==> config.mk <==
export PLATFORM = sky130hd
export DESIGN_NAME = hazard_ctrl
export DESIGN_NICKNAME = d
export VERILOG_FILES = /design/src/rtl/hazard_ctrl.sv
export SDC_FILE = /design/constraint.sdc
export NUM_CORES = 1
export LEC_CHECK = 0
export CORE_ASPECT_RATIO = 0.5
export CORE_UTILIZATION = 44
export CTS_CLUSTER_SIZE = 12
export DETAILED_ROUTE_END_ITERATION = 12
export GPL_TIMING_DRIVEN = 0
export PLACE_DENSITY = 0.84
export SETUP_SLACK_MARGIN = 0.2
export SKIP_CTS_REPAIR_TIMING = 1
export SLEW_MARGIN = 40
export SYNTH_ARGS = -nofsm -noshare
export SYNTH_HDL_FRONTEND = slang
export SYNTH_SLANG_ARGS = --single-unit
==> constraint.sdc <==
create_clock -name clk -period 2.4 [get_ports clk]
set_clock_uncertainty 0.2 [all_clocks]
set_input_delay 0.48 -clock clk [delete_from_list [all_inputs] [get_ports clk]]
set_output_delay 0.48 -clock clk [all_outputs]
set_load 0.005 [all_outputs]
==> src/rtl/hazard_ctrl.sv <==
// Load-use / dmem-wait / redirect hazard controller for the five-stage RV32I pipe.
// Stage enables are combinational from the inputs; only the stale-fetch flag and the perf counters are state.
module hazard_ctrl #(
    parameter int CNT_W = 16
) (
    input  logic             clk,
    input  logic             rst,
    input  logic             id_valid,
    input  logic [4:0]       id_rs1_s,
    input  logic [4:0]       id_rs2_s,
    input  logic             id_uses_rs1,
    input  logic             id_uses_rs2,
    input  logic             ex_valid,
    input  logic             ex_is_load,
    input  logic [4:0]       ex_rd_s,
    input  logic             ex_redirect,
    input  logic             imem_resp,
    input  logic             mem_req,
    input  logic             dmem_resp,
    output logic             pc_we,
    output logic             if_id_we,
    output logic             id_ex_we,
    output logic             ex_mem_we,
    output logic             mem_wb_we,
    output logic             if_id_flush,
    output logic             id_ex_bubble,
    output logic [CNT_W-1:0] stall_cycles,
    output logic [CNT_W-1:0] flush_count
);

    localparam logic [CNT_W-1:0] CNT_ONE = {{(CNT_W-1){1'b0}}, 1'b1};
    localparam logic [CNT_W-1:0] CNT_MAX = {CNT_W{1'b1}};

    typedef enum logic [2:0] {
        R_RESET,
        R_DSTALL,
        R_REDIR,
        R_STALE,
        R_LDUSE,
        R_NOFETCH,
        R_RUN
    } rule_t;

    rule_t rule;
    logic  drop_pending;
    logic  drop_next;
    logic  dmem_stall;
    logic  rs1_hit;
    logic  rs2_hit;
    logic  load_use;

    assign dmem_stall = mem_req & ~dmem_resp;
    assign rs1_hit    = id_uses_rs1 & (id_rs1_s == ex_rd_s);
    assign rs2_hit    = id_uses_rs2 & (id_rs2_s == ex_rd_s);
    // x0 is never a real producer, so a load to x0 can't create a hazard.
    assign load_use   = ex_valid & ex_is_load & (ex_rd_s != 5'd0) & id_valid
                      & (rs1_hit | rs2_hit);

    always_comb begin
        rule = R_RUN;
        if (!rst)
            rule = R_RESET;
        else if (dmem_stall)
            rule = R_DSTALL;
        else if (ex_redirect)
            rule = R_REDIR;
        else if (drop_pending && imem_resp)
            rule = R_STALE;
        else if (load_use)
            rule = R_LDUSE;
        else if (!imem_resp)
            rule = R_NOFETCH;
    end

    always_comb begin
        pc_we        = 1'b0;
        if_id_we     = 1'b0;
        id_ex_we     = 1'b0;
        ex_mem_we    = 1'b0;
        mem_wb_we    = 1'b0;
        if_id_flush  = 1'b0;
        id_ex_bubble = 1'b0;
        drop_next    = drop_pending;
        case (rule)
            R_RESET, R_DSTALL: begin
                // Whole pipe frozen; any redirect or hazard re-presents next cycle.
            end
            R_REDIR: begin
                pc_we        = 1'b1;
                if_id_we     = 1'b1;
                id_ex_we     = 1'b1;
                ex_mem_we    = 1'b1;
                mem_wb_we    = 1'b1;
                if_id_flush  = 1'b1;
                id_ex_bubble = 1'b1;
                // A fetch still outstanding belongs to the wrong path.
                drop_next    = ~imem_resp;
            end
            R_STALE: begin
                if_id_we    = 1'b1;
                id_ex_we    = 1'b1;
                ex_mem_we   = 1'b1;
                mem_wb_we   = 1'b1;
                if_id_flush = 1'b1;
                drop_next   = 1'b0;
            end
            R_LDUSE: begin
                id_ex_we     = 1'b1;
                ex_mem_we    = 1'b1;
                mem_wb_we    = 1'b1;
                id_ex_bubble = 1'b1;
            end
            R_NOFETCH: begin
                if_id_we    = 1'b1;
                id_ex_we    = 1'b1;
                ex_mem_we   = 1'b1;
                mem_wb_we   = 1'b1;
                if_id_flush = 1'b1;
            end
            default: begin
                pc_we     = 1'b1;
                if_id_we  = 1'b1;
                id_ex_we  = 1'b1;
                ex_mem_we = 1'b1;
                mem_wb_we = 1'b1;
            end
        endcase
    end

    always_ff @(posedge clk or negedge rst) begin
        if (!rst) begin
            drop_pending <= 1'b0;
            stall_cycles <= '0;
            flush_count  <= '0;
        end else begin
            drop_pending <= drop_next;
            if (!pc_we && stall_cycles != CNT_MAX)
                stall_cycles <= stall_cycles + CNT_ONE;
            if (rule == R_REDIR && flush_count != CNT_MAX)
                flush_count <= flush_count + CNT_ONE;
        end
    end

endmodule

==> results.md, run 1 <==
- Clk sinks: 33
- Number of global-route vias before repair: ~1,500
- Largest net degree at the start of global routing: 26
- R2R Setup Slk: about 0.14 ns
- Int Power: ~1.5 mW
- CTS max path bufs: 2
- Placement-stage cell area: 2540 µm²
- Crit-path max FO: 5
- Routability cong.: around 0.8
- Slowest stage cell, crit path: or4_4
- N_diodes: 0
- Total number of vias: 1,653
- Wire per inst: ~16 µm
- Post-Syn Instances: roughly 180
- Slew @ Worst Pin: roughly 0.45 ns
- Ys flop type: dfrtp_1
- CTS tree: yes
- # DRC: 0
- Die width: ~92 µm
- Max-slew headroom: 69.6%
- Root Buffer: clkbuf_8
- Most frequent cells in the layout: clkdlybuf4s50_1, dfrtp_1, xor2_1, dlymetal6s2s_1, xnor2_1
- Sw Pwr: roughly 760 µW
- Final WS setup: -0.203 ns
- Detailed Place HPWL: 3170 µm
- Worst hold margin: approximately 0.063 ns
- Starting Density: between 40% and 50%
- # rows: 15
- Leakage power: ~1.4 nW
- Total routed wirelength: roughly 5100 µm
- Tcrit/Tclk final: 108%
- Sequential area share after synthesis: ~46%
- YS warnings: 0
- Buffers on Ports: 64
- Final Hold Vio Count: 0
- Initial antenna violation count: 0
- Kind of critical path: in -> out
- Worst-path clk slew: roughly 0.070 ns
- Combinational power share: between 30 and 40%
- Total negative slack: -0.509 ns
- Max-slew violations: 0
- Min-Delay Path Class: in -> async
- Iter 0 DRT Violations: 89
- Buf/Inv on CP: 3
- Num CTS Buffers: 5
- CP most frequent cell: buf_6
- Synthesized Nets: a little over 200
- Final Power: around 2.3 mW
- Highest Clock Rate: slightly below 0.4 GHz
- Count of different cell masters after synthesis: 33
- Syn avg cell area: 10.2 µm²
- Power Density: a little under 800 nW/µm²
- Commonest non-fill, non-tap cell in the layout: clkdlybuf4s50_1
- CP Cell Sequence: buf_8, or4_4, o2111ai_4, a211oi_4, a21oi_4, buf_6, buf_6
- Synth Cell Area: between 1500 and 2000 µm²
- Seq pwr share: around two fifths
- Final ANT Viol Nets: 0
- Total GRT Usage: 21.5%
- Post-route minimum period: 2.60 ns
- Nets: between 200 and 300
- Share of layout cells above drive strength 1: between 20 and 25%
- Failing checks: negative setup slack
- Clock power share: a little under a quarter
- CP endpoint kind: output port
- First-pass iteration count of the detailed router: 4
- Clock Latency Late Sink: a little under 0.3 ns
- Number of synthesized register bits: 33
- Status: complete, but fails checks
- H-tree depth: 2
- Vias per std cell: 5.32
- Worst EP required: ~1.7 ns
- Boundary Pins: 65
- Maximum vdd drop: roughly 0.00063 V
- Setup Viol. Count Final: 4
- CP top delay family: compound AO/OA/AOI/OAI gates
- Sw frac: 33.3%
- Max Cap Viol: 0
- Die height: 47.2 µm
- Post-route design area: slightly below 3000 µm²
- Full die area: about 4400 µm²
- Core box area: between 3000 and 4000 µm²
- Data arrival time of the critical path: about 1.9 ns
- Ys async rst share: 100%
- GRT Residual Overflow: 0
- Number of flops mapped to enable cells by yosys: 0
- Worst stage delay on the critical path: 0.54 ns
- First-pass GRT wire length: approximately 7000 µm
- Type of element launching the critical path: input port
- Area grow syn2layout: 60.9%
- RSZ-0062 raised after global routing: yes
[synth_stat cells (3+ instances only)]
cell,number,area [µm²]
xnor2_1,17,149
xor2_1,20,175
nor3_1,11,55.1
mux2_2,4,45.0
inv_1,6,22.5
nand4_1,8,50.1
dfrtp_1,33,826
nor2_1,9,33.8
and3_1,7,43.8
a21oi_1,5,25.0
nand2_1,14,52.6
buf_4,3,22.5
and4_1,4,35.0
nand3_1,12,60.1
[per-stage QoR]
step,setup slack [ns],std cells,utilization [%]
after floorplan,0.0982,177,-
after global placement,-2.17,292,68.8
after detailed placement,-1.02,293,69.4
after CTS,-1.03,301,72.5
after global routing,-0.275,311,79.0
final,-0.203,311,79.0
[power groups by stage]
stage | Clock (mW) | Sequential [mW] | Combinational [mW]
5_1_grt | 0.569 | 0.949 | 0.899
6_report | 0.535 | 0.925 | 0.828
4_1_cts | 0.546 | 0.912 | 0.755
3_5_place_dp | 0 | 0.918 | 0.747
3_3_place_gp | 0 | 0.908 | 0.714
2_1_floorplan | 0 | 0.904 | 0.284
[cells by family after synthesis]
kind of cell / Yosys count / synth area share [%]
and+or+nand+nor: 76 / 22.8
muxes: 5 / 3.06
buffers and inverters: 10 / 2.78
xor gates and xnor gates: 37 / 18.0
adders and majority gates: 2 / 1.39
DFF: 33 / 45.9
AOI/OAI and AO/OA: 14 / 5.98
[metal layers]
metal / up-vias / GRT usage (%) / wire length (µm)
li1: 788 / - / -
met1: 812 / 24.7 / 2120
met2: 37 / 40.1 / 2640
met3: 16 / 5.99 / 172
met4: 0 / 8.44 / 120
met5: - / 0 / 0
[state kept, by name, indices dropped and copies added, names as in the netlist]
register / count
flush_count: 16
stall_cycles: 16
drop_pending: 1
[final cells by class]
| type | instances | area (µm²) |
|---|---|---|
| Clock buffer | 5 | 68.8 |
| Fill cell | 209 | 767 |
| Tap cell | 51 | 63.8 |
| Multi-Input combinational cell | 134 | 1040 |
| Inverter | 6 | 22.5 |
| Sequential cell | 33 | 827 |
| Buffer | 4 | 37.5 |
| Clock inverter | 3 | 46.3 |
| Timing Repair Buffer | 75 | 790 |
[final timing paths]
check                                start                to  cells after the start
hold reg to reg             flush_count[7]    flush_count[7]                      1
hold / removal                         rst   stall_cycles[6]                      3
setup / recovery                ex_rd_s[3]             pc_we                      7
max in group asynchronous              rst   flush_count[14]                      2
min in group clk            flush_count[7]    flush_count[7]                      1
setup reg to reg           stall_cycles[8]  stall_cycles[10]                      7
[worst reg2reg max path, stage by stage (launching register included)]
cell and delay, ns:
dfrtp_1 0.44, and4_1 0.27, and3_1 0.22, and3_1 0.18, and3_2 0.26, buf_6 0.16
nor3_1 0.28, xor2_1 0.19
(Power assumes the default switching activity.)
==> run 2: changes to the inputs <==
Settings changed: REMOVE_ABC_BUFFERS set to 1.
==> results.md, run 2 (synthesis results as in run 1) <==
- Clock Latency Late Sink: 0.29 ns (about the same)
- Core box area: 3660 µm² (unchanged)
- Power Density: 796 nW/µm² (+0.64%)
- Slew @ Worst Pin: 0.461 ns (+0.00592 ns)
- Detailed Place HPWL: 3090 µm (-2.4%)
- Final WS setup: -0.129 ns (+0.0745 ns)
- Final ANT Viol Nets: 0 (unchanged)
- Die width: 92.4 µm (unchanged)
- Highest routed layer: met4
- Max-slew violations: 0 (unchanged)
- Buf/Inv on CP: 2 (-1)
- Worst stage delay on the critical path: 0.54 ns (about the same)
- CTS tree: yes
- Boundary Pins: 65 (unchanged)
- Final Hold Vio Count: 0 (unchanged)
- N_diodes: 0 (unchanged)
- Total GRT Usage: 21.0% (-0.44 points)
- Area occupied by multi-input gates: 1010 µm² (-2.5%)
- Commonest non-fill, non-tap cell in the layout: clkdlybuf4s50_1
- Die height: 47.2 µm (unchanged)
- # rows: 15 (unchanged)
- H-tree depth: 2 (unchanged)
- CTS max path bufs: 2 (unchanged)
- Largest net degree at the start of global routing: 26 (unchanged)
- Wire per inst: 16.0 µm (-1.6%)
- Failing checks: negative setup slack
- Clk sinks: 33 (unchanged)
- First-pass iteration count of the detailed router: 4 (unchanged)
- Vias per std cell: 5.33 (+0.20%)
- CP Cell Sequence: buf_8, or4_4, o2111ai_4, a211oi_2, a21oi_4, buf_2
- Setup Viol. Count Final: 6 (+2)
- Max-slew headroom: 69.2% (-0.40 points)
- Status: complete, but fails checks
- GRT Residual Overflow: 0 (unchanged)
- Top flop regs: flush_count x16, stall_cycles x16, drop_pending x1
- Initial antenna violation count: 0 (unchanged)
- Crit-path max FO: 6 (+1)
- RSZ-0062 raised after global routing: yes
- Buffers on Ports: 64 (unchanged)
- Data arrival time of the critical path: 1.85 ns (-0.07 ns)
- Post-route minimum period: 2.53 ns (-0.0745 ns)
- Metal-1 WL: 2080 µm (-1.9%)
- Total number of vias: 1,635 (-1.1%)
- Worst EP required: 1.72 ns (about the same)
- Min-Delay Path Class: in -> async
- Root Buffer: clkbuf_8
- R2R Setup Slk: 0.20 ns (+0.06 ns)
- Iter 0 DRT Violations: 52 (-42%)
- # DRC: 0 (unchanged)
- CP top delay family: compound AO/OA/AOI/OAI gates
- Kind of critical path: in -> out
- Metal3 WL: 150 µm (-13%)
- Final Power: 2.23 mW (-2.5%)
- Filler cells: 232 (+11%)
- Wire length on met2: 2540 µm (-3.9%)
- Final Non-Filler Cells: 307 (-1.3%)
- Routability cong.: 0.738 (-6.0%)
- Max Cap Viol: 0 (unchanged)
- DP Cell Count: 289 (-1.4%)
- Type of element launching the critical path: input port
- Share of layout cells above drive strength 1: 18.0% (-4.3 points)
- FF/Latch Area: 826 µm² (-0.15%)
- Maximum vdd drop: 0.000465 V (-26%)
- CP endpoint kind: output port
- Leakage power: 1.29 nW (-7.2%)
- Number of global-route vias before repair: 1,526 (+3.3%)
- Area grow syn2layout: 55.9%
- Tcrit/Tclk final: 105% (-3.1 points)
- Highest Clock Rate: 0.395 GHz (+2.9%)
- Full die area: 4360 µm² (unchanged)
- Most frequent cells in the layout: clkdlybuf4s50_1, dfrtp_1, xor2_1, xnor2_1, nand2_1
- Total routed wirelength: 4910 µm (-2.9%)
- Worst-path clk slew: 0.07 ns (about the same)
- Slowest stage cell, crit path: or4_4
- Starting Density: 49.1% (unchanged)
- Num CTS Buffers: 5 (unchanged)
- Nets: 283 (-1.4%)
- First-pass GRT wire length: 6860 µm (-1.1%)
- DP Worst Slack: -1.14 ns (-0.118 ns)
[run 2: cell types whose count changed in the layout (fill, tap and decap cells not counted), sizes merged]
cell           change
clkdlybuf4s50      +8
and3               +1
clkinv             -1
dlymetal6s2s       -7
buf                -5
[run 2: worst reg2reg max path: cells and delay by family, from the launching register on]
family | cells | cell delay (ns)
AND/OR/NAND/NOR | 5 | 0.98
flip-flops | 1 | 0.43
multiplexers | 1 | 0.27
adder cells (fa/ha/maj) | 1 | 0.21
[run 2: power breakdown]
| part | leakage, nW | internal, mW | switching, mW |
|---|---|---|---|
| Sequential | 0.399 | 0.714 | 0.202 |
| Combinational | 0.833 | 0.476 | 0.287 |
| Clock | 0.0574 | 0.338 | 0.215 |
| Total | 1.29 | 1.53 | 0.704 |
[run 2: final timing paths]
kind | depth (start not counted) | endpoint | start
hold / removal | 3 | flush_count[13] | rst
max in group asynchronous | 2 | flush_count[15] | rst
hold reg to reg | 1 | flush_count[7] | flush_count[7]
min in group clk | 1 | flush_count[7] | flush_count[7]
setup / recovery | 6 | pc_we | ex_rd_s[4]
setup reg to reg | 7 | stall_cycles[1] | stall_cycles[0]
[run 2: area by class of cell]
type                            count  share of cell area [%]
Clock buffer                        6                    2.95
Clock inverter                      2                    1.34
Tap cell                           51                    2.28
Timing Repair Buffer               74                    27.1
Multi-Input combinational cell    135                    36.1
Inverter                            6                   0.804
Sequential cell                    33                    29.5
[run 2: metal layers]
| layer | GRT usage, % | up-vias |
|---|---|---|
| li1 | - | 780 |
| met1 | 23.6 | 799 |
| met2 | 40.3 | 41 |
| met3 | 5.02 | 15 |
| met4 | 9.69 | 0 |
| met5 | 0 | - |
[run 2: stage by stage]
stage	hold WS, ns	instance area (µm²)	setup TNS [ns]	util [%]
after floorplan	-0.0156	1770	0	-
after global placement	0.270	2470	-54.08	67.6
final	0.0568	2800	-0.685	76.6
after global routing	0.0708	2800	-1.15	76.6
after CTS	-0.130	2620	-8.04	71.5
after detailed placement	0.179	2500	-12.58	68.2
